## config.mk

```make
export PLATFORM = sky130hd
export DESIGN_NAME = imem_fetch_ctrl
export DESIGN_NICKNAME = d
export VERILOG_FILES = /design/src/rtl/fetch_pkg.sv /design/src/rtl/fetch_fifo.sv /design/src/rtl/imem_fetch_ctrl.sv
export SDC_FILE = /design/constraint.sdc
export NUM_CORES = 1
export LEC_CHECK = 0
export BUFFER_PORTS_ARGS = -buffer_cell sky130_fd_sc_hd__buf_2
export CAP_MARGIN = 20
export CELL_PAD_IN_SITES_DETAIL_PLACEMENT = 1
export CELL_PAD_IN_SITES_GLOBAL_PLACEMENT = 2
export CORE_ASPECT_RATIO = 1.4
export CORE_MARGIN = 5
export CORE_UTILIZATION = 41
export CTS_CLUSTER_DIAMETER = 50
export DETAILED_ROUTE_END_ITERATION = 8
export PLACE_DENSITY = 0.88
export SETUP_SLACK_MARGIN = 0.02
export SKIP_LAST_GASP = 1
export SYNTH_ARGS = -nofsm -noshare
export SYNTH_HDL_FRONTEND = slang
export SYNTH_SLANG_ARGS = --single-unit
```

## constraint.sdc

```tcl
create_clock -name clk -period 13.4 [get_ports clk]
set_input_delay 0.67 -clock clk [delete_from_list [all_inputs] [get_ports clk]]
set_output_delay 0.67 -clock clk [all_outputs]
set_load 0.03 [all_outputs]
```

## src/rtl/fetch_pkg.sv

```systemverilog
// Shared types and constants for the instruction fetch path: state encoding,
// ROM geometry, PC width and the default prefetch entry layout.
`timescale 1ns/1ps
package fetch_pkg;

  localparam int ROM_WORDS = 64;
  localparam int PC_W      = 64;
  localparam int IMEM_AW   = $clog2(ROM_WORDS);
  localparam int INSTR_W   = 32;

  typedef enum logic {
    ST_RUN   = 1'b0,
    ST_FAULT = 1'b1
  } fetch_state_t;

  typedef struct packed {
    logic [INSTR_W-1:0] instr;
    logic [PC_W-1:0]    pc;
  } fetch_entry_t;

  // A PC is fetchable only if it is word aligned and inside the ROM window.
  function automatic logic pc_legal(input logic [PC_W-1:0] pc);
    return (pc[PC_W-1:IMEM_AW+2] == '0) && (pc[1:0] == 2'b00);
  endfunction

endpackage

```

## src/rtl/fetch_fifo.sv

```systemverilog
// Prefetch buffer: DEPTH-entry synchronous FIFO with registered pointers.
// Flush wins over push and pop; head is the oldest entry.
`timescale 1ns/1ps
module fetch_fifo
  import fetch_pkg::*;
#(
  parameter int  DEPTH   = 2,
  parameter type entry_t = fetch_entry_t
) (
  input  logic   clk,
  input  logic   reset,
  input  logic   push,
  input  logic   pop,
  input  logic   flush,
  input  entry_t push_data,
  output logic   full,
  output logic   empty,
  output entry_t head
);

  localparam int AW = $clog2(DEPTH);

  logic [AW:0] r_wr_ptr;
  logic [AW:0] r_rd_ptr;
  entry_t      r_mem [DEPTH];
  logic        w_push;
  logic        w_pop;

  // Extra pointer MSB distinguishes full from empty when the indices match.
  assign empty = (r_wr_ptr == r_rd_ptr);
  assign full  = (r_wr_ptr[AW] != r_rd_ptr[AW]) &&
                 (r_wr_ptr[AW-1:0] == r_rd_ptr[AW-1:0]);

  assign w_pop  = pop && !empty && !flush;
  assign w_push = push && (!full || w_pop) && !flush;
  assign head   = r_mem[r_rd_ptr[AW-1:0]];

  always_ff @(posedge clk) begin
    if (reset || flush) begin
      r_wr_ptr <= '0;
      r_rd_ptr <= '0;
    end else begin
      if (w_push) r_wr_ptr <= r_wr_ptr + 1'b1;
      if (w_pop)  r_rd_ptr <= r_rd_ptr + 1'b1;
    end
  end

  always_ff @(posedge clk) begin
    if (w_push) r_mem[r_wr_ptr[AW-1:0]] <= push_data;
  end

endmodule

```

## src/rtl/imem_fetch_ctrl.sv

```systemverilog
// Instruction fetch controller: walks fetch_pc through an external ROM,
// buffers words in a prefetch FIFO and halts on an illegal PC until redirected.
`timescale 1ns/1ps
module imem_fetch_ctrl
  import fetch_pkg::*;
#(
  parameter int N     = 32,
  parameter int DEPTH = 2
) (
  input  logic               clk,
  input  logic               reset,
  output logic [IMEM_AW-1:0] imem_addr,
  input  logic [N-1:0]       imem_q,
  output logic               instr_valid,
  input  logic               instr_ready,
  output logic [N-1:0]       instr,
  output logic [PC_W-1:0]    instr_pc,
  input  logic               redirect_valid,
  input  logic [PC_W-1:0]    redirect_pc,
  output logic               fetch_fault,
  output logic [15:0]        instr_count
);

  typedef struct packed {
    logic [N-1:0]    instr;
    logic [PC_W-1:0] pc;
  } entry_t;

  fetch_state_t    r_state;
  fetch_state_t    w_state_nxt;
  logic [PC_W-1:0] r_fetch_pc;
  logic [PC_W-1:0] w_fetch_pc_nxt;
  logic [15:0]     r_instr_count;
  logic            w_full;
  logic            w_empty;
  logic            w_xfer;
  logic            w_pop;
  logic            w_push;
  logic            w_pc_legal;
  entry_t          w_head;
  entry_t          w_push_data;

  assign w_xfer      = instr_valid && instr_ready;
  assign w_pop       = w_xfer && !redirect_valid;
  assign w_pc_legal  = pc_legal(r_fetch_pc);
  assign w_push_data = '{instr: imem_q, pc: r_fetch_pc};

  // fetch_pc is frozen in FAULT, so the address slice already holds there.
  assign imem_addr   = r_fetch_pc[IMEM_AW+1:2];

  always_comb begin
    w_state_nxt    = r_state;
    w_fetch_pc_nxt = r_fetch_pc;
    w_push         = 1'b0;
    if (redirect_valid) begin
      w_state_nxt    = ST_RUN;
      w_fetch_pc_nxt = redirect_pc;
    end else begin
      case (r_state)
        ST_RUN: begin
          if (!w_pc_legal) begin
            w_state_nxt = ST_FAULT;
          end else if (!w_full || w_pop) begin
            w_push         = 1'b1;
            w_fetch_pc_nxt = r_fetch_pc + 64'd4;
          end
        end
        ST_FAULT: begin
          w_state_nxt = ST_FAULT;
        end
        default: begin
          w_state_nxt = ST_RUN;
        end
      endcase
    end
  end

  always_ff @(posedge clk) begin
    if (reset) begin
      r_state    <= ST_RUN;
      r_fetch_pc <= '0;
    end else begin
      r_state    <= w_state_nxt;
      r_fetch_pc <= w_fetch_pc_nxt;
    end
  end

  // Transfers are counted even when a redirect flushes the buffer that cycle.
  always_ff @(posedge clk) begin
    if (reset) begin
      r_instr_count <= '0;
    end else if (w_xfer && (r_instr_count != 16'hFFFF)) begin
      r_instr_count <= r_instr_count + 16'd1;
    end
  end

  fetch_fifo #(
    .DEPTH   (DEPTH),
    .entry_t (entry_t)
  ) u_fifo (
    .clk       (clk),
    .reset     (reset),
    .push      (w_push),
    .pop       (w_pop),
    .flush     (redirect_valid),
    .push_data (w_push_data),
    .full      (w_full),
    .empty     (w_empty),
    .head      (w_head)
  );

  assign instr_valid = !w_empty;
  assign instr       = w_head.instr;
  assign instr_pc    = w_head.pc;
  assign fetch_fault = (r_state == ST_FAULT);
  assign instr_count = r_instr_count;

endmodule

```

==> qor.yml <==
outcome: "finished, final reports clean"
core-area_um2: 25300
whs_ns: 0.335
die_h_um: 199
yosys-top-cells-area: "edfxtp_1, dfxtp_1, mux2_2, mux2i_1, nor2_1"
clock_latency_ns: 0.52
power_leakage_nw: 4.85
clock_path_buffers: 3
dp_cells: 1193
regToRegSetupSlack_ns: 10.02
clock_skew_ns: 0.0139
maxSlewViolCount: 0
ioPinCount: 220
crit_chain: "nor4_1, nand4_1, nor4_2, nand2_1, nor3_2, buf_4"
ant_nets: 0
yosysTopAreaCellShare_pct: 54.9
gp_congestion: 0.763
grt_busiest_layer: "met2"
drtPass1Iterations: 4
cp_slowest_cell: "nor4_2"
antenna_found_initial: 2
vias_per_cell: 5.06
fmax_ghz: 0.296
synth-main-ff-cell: "edfxtp_1"
fin_crit_ns: 3.38
grt_max_degree: 82
hold_viol: 0
placed_area_um2: 11900
finalSetupTns_ns: 0
r2r_cells: 6
dieArea_um2: 28900
cp-startpoint: "r_fetch_pc[35]$_SDFFE_PP0P_"
io_buffers: 219
finalCritPeriodShare_pct: 25.2
cts_resized: 0
area_growth_pct: 22.6
worst_ep_arrival_time_ns: 3.52
clock-sinks: 278
design_area_um2: 12900
critPathBufInv: 1
grt.total_usage_pct: 16.6
critPathMaxStageDelay_ns: 0.81
syn_area_per_cell_um2: 15.3
drive_above_1_share_pct: 40.6
first_iter_violations: 262
syn-num-nets: 788
vias: 6302
clk_pin_slew_ns: 0.06
h-tree-depth: 1
p_per_area_nw_per_um2: 139
drv_cap: 0
final_common_cell: "buf_2"
hold_class: "primary input to flip-flop"
hold_path_end: "u_fifo.r_mem[0][70]$_DFFE_PP_"
netlist_area_um2: 10500
rsz0062_at_grt: "no"
num_rows: 69
r2r-start: "r_fetch_pc[35]$_SDFFE_PP0P_"
dieWidth_um: 145
synth-edff-count: 192
worstSetupPathType: "flip-flop to flip-flop"
async_flop_share_pct: 0
critPathTopFamily: "simple AND/OR/NAND/NOR gates"
wl_per_cell_um: 19.9
hold_start: "imem_q[6]"
grt_pass1_wl_mm: 38.2
ys_types: 40
grt_use_met2_pct: 31.5
grt_util_met1_pct: 18.1
cp.required_ns: 13.55
postCtsSetupBuffers: 0
grt.met3_usage_pct: 4.08
irDropWorstVdd_mv: 0.0898
whs_path_depth: 1
drc: 0
dp_hpwl_mm: 16.9
finalSetupViolCount: 0
nFillCells: 2545
numCtsBuffers: 28
layout_common_cells: "buf_2, edfxtp_1, mux2_2, dfxtp_1, nor2_1"
postCtsHoldBufs: 0
synth_top_area_cell: "edfxtp_1"
synth-seq-area-share_pct: 71.3
tightest_slew_ns: 0.941
rr_endpoint: "u_fifo.r_mem[1][83]$_DFFE_PP_"
start_util_pct: 41.5
fin_cells: 1246
nets: 1006
ys_ff_latch: 278
grt_pass1_vias: 6952
slew_headroom_pct: 37.3
yosysWarnings: 0
cp_max_fo: 50
cts_tree: "yes"
cp-end-kind: "flip-flop"
routed_wl_mm: 24.8
synthCells: 686
root_buffer: "clkbuf_16"
grt_overflow_total: 0
critPathLaunchType: "flip-flop"
state kept, by name (all words and copies together) (netlist names), named ones only:
signal,flops
u_fifo.r_rd_ptr,2
instr_count,16
u_fifo.r_wr_ptr,2
u_fifo.r_mem,192
r_fetch_pc,64
fetch_fault,1
cells in the mapped netlist, types with 3 or more instances:
library cell and n:
a21oi_1 5, and3_1 9, and4_1 3, buf_1 5, buf_4 6, clkbuf_1 27, dfxtp_1 86, edfxtp_1 192
inv_1 8, mux2_2 96, mux2i_1 58, nand2_1 5, nand3_1 10, nand4_1 9, nor2_1 81, nor3_1 14
nor4_1 15, o21ai_0 7, o31ai_1 3, or4_1 3, xnor2_1 15, xor2_1 3
worst max path at each step:
stage	slack [ns]	cells past startpoint	endpoint
2_1_floorplan	4.83	6	u_fifo.r_mem[0][0]$_DFFE_PP_
3_3_place_gp	10.22	6	u_fifo.r_mem[0][79]$_DFFE_PP_
3_5_place_dp	10.03	6	u_fifo.r_mem[1][90]$_DFFE_PP_
4_1_cts	9.99	6	u_fifo.r_mem[1][64]$_DFFE_PP_
5_1_grt	9.75	6	u_fifo.r_mem[1][10]$_DFFE_PP_
6_report	10.02	6	u_fifo.r_mem[1][83]$_DFFE_PP_
routing by layer:
layer  vias to the layer above  share of wire (%)
li1                       2998                  -
met5                         -               0.11
met3                        40                5.5
met1                      3090                 37
met2                       170                 55
met4                         4                3.0
report_power, final:
group | internal (mW) | switching (mW)
clock | 0.478 | 0.315
combinational | 0.0266 | 0.0334
sequential | 0.928 | 0.0131
total | 1.43 | 0.362
area by class of cell:
cell class                      count  area, µm²  share of cell area (%)
Timing Repair Buffer              227       1160                    9.00
Tap cell                          319        399                    3.10
Inverter                            8       30.0                   0.233
Antenna cell                        1       2.50                  0.0194
Multi-Input combinational cell    361       2830                    22.0
Clock buffer                       38        800                    6.21
Clock inverter                     14        160                    1.24
Sequential cell                   278       7490                    58.2
through the flow:
stage,setup WS (ns),util [%],power (mW)
floorplan,4.83,-,0.989
global placement,10.22,47.1,1.02
detailed placement,10.03,47.1,1.02
CTS,9.99,50.9,1.82
global route,9.75,50.9,1.86
finish,10.02,50.9,1.79
logic make-up (layout without fill, tap and decap cells):
group                      Yosys count  after routing  share of synthesized area (%)
and+or+nand+nor                    159            159                           7.41
buffers and inverters               47            287                           1.91
muxes                              154            154                           15.8
DFF                                278            278                           71.3
adders and majority gates            2              2                          0.238
other                                0              1                              0
xor gates and xnor gates            18             18                           1.50
AOI/OAI and AO/OA                   28             28                           1.79
No activity file was read; power rests on OpenSTA's default activity.
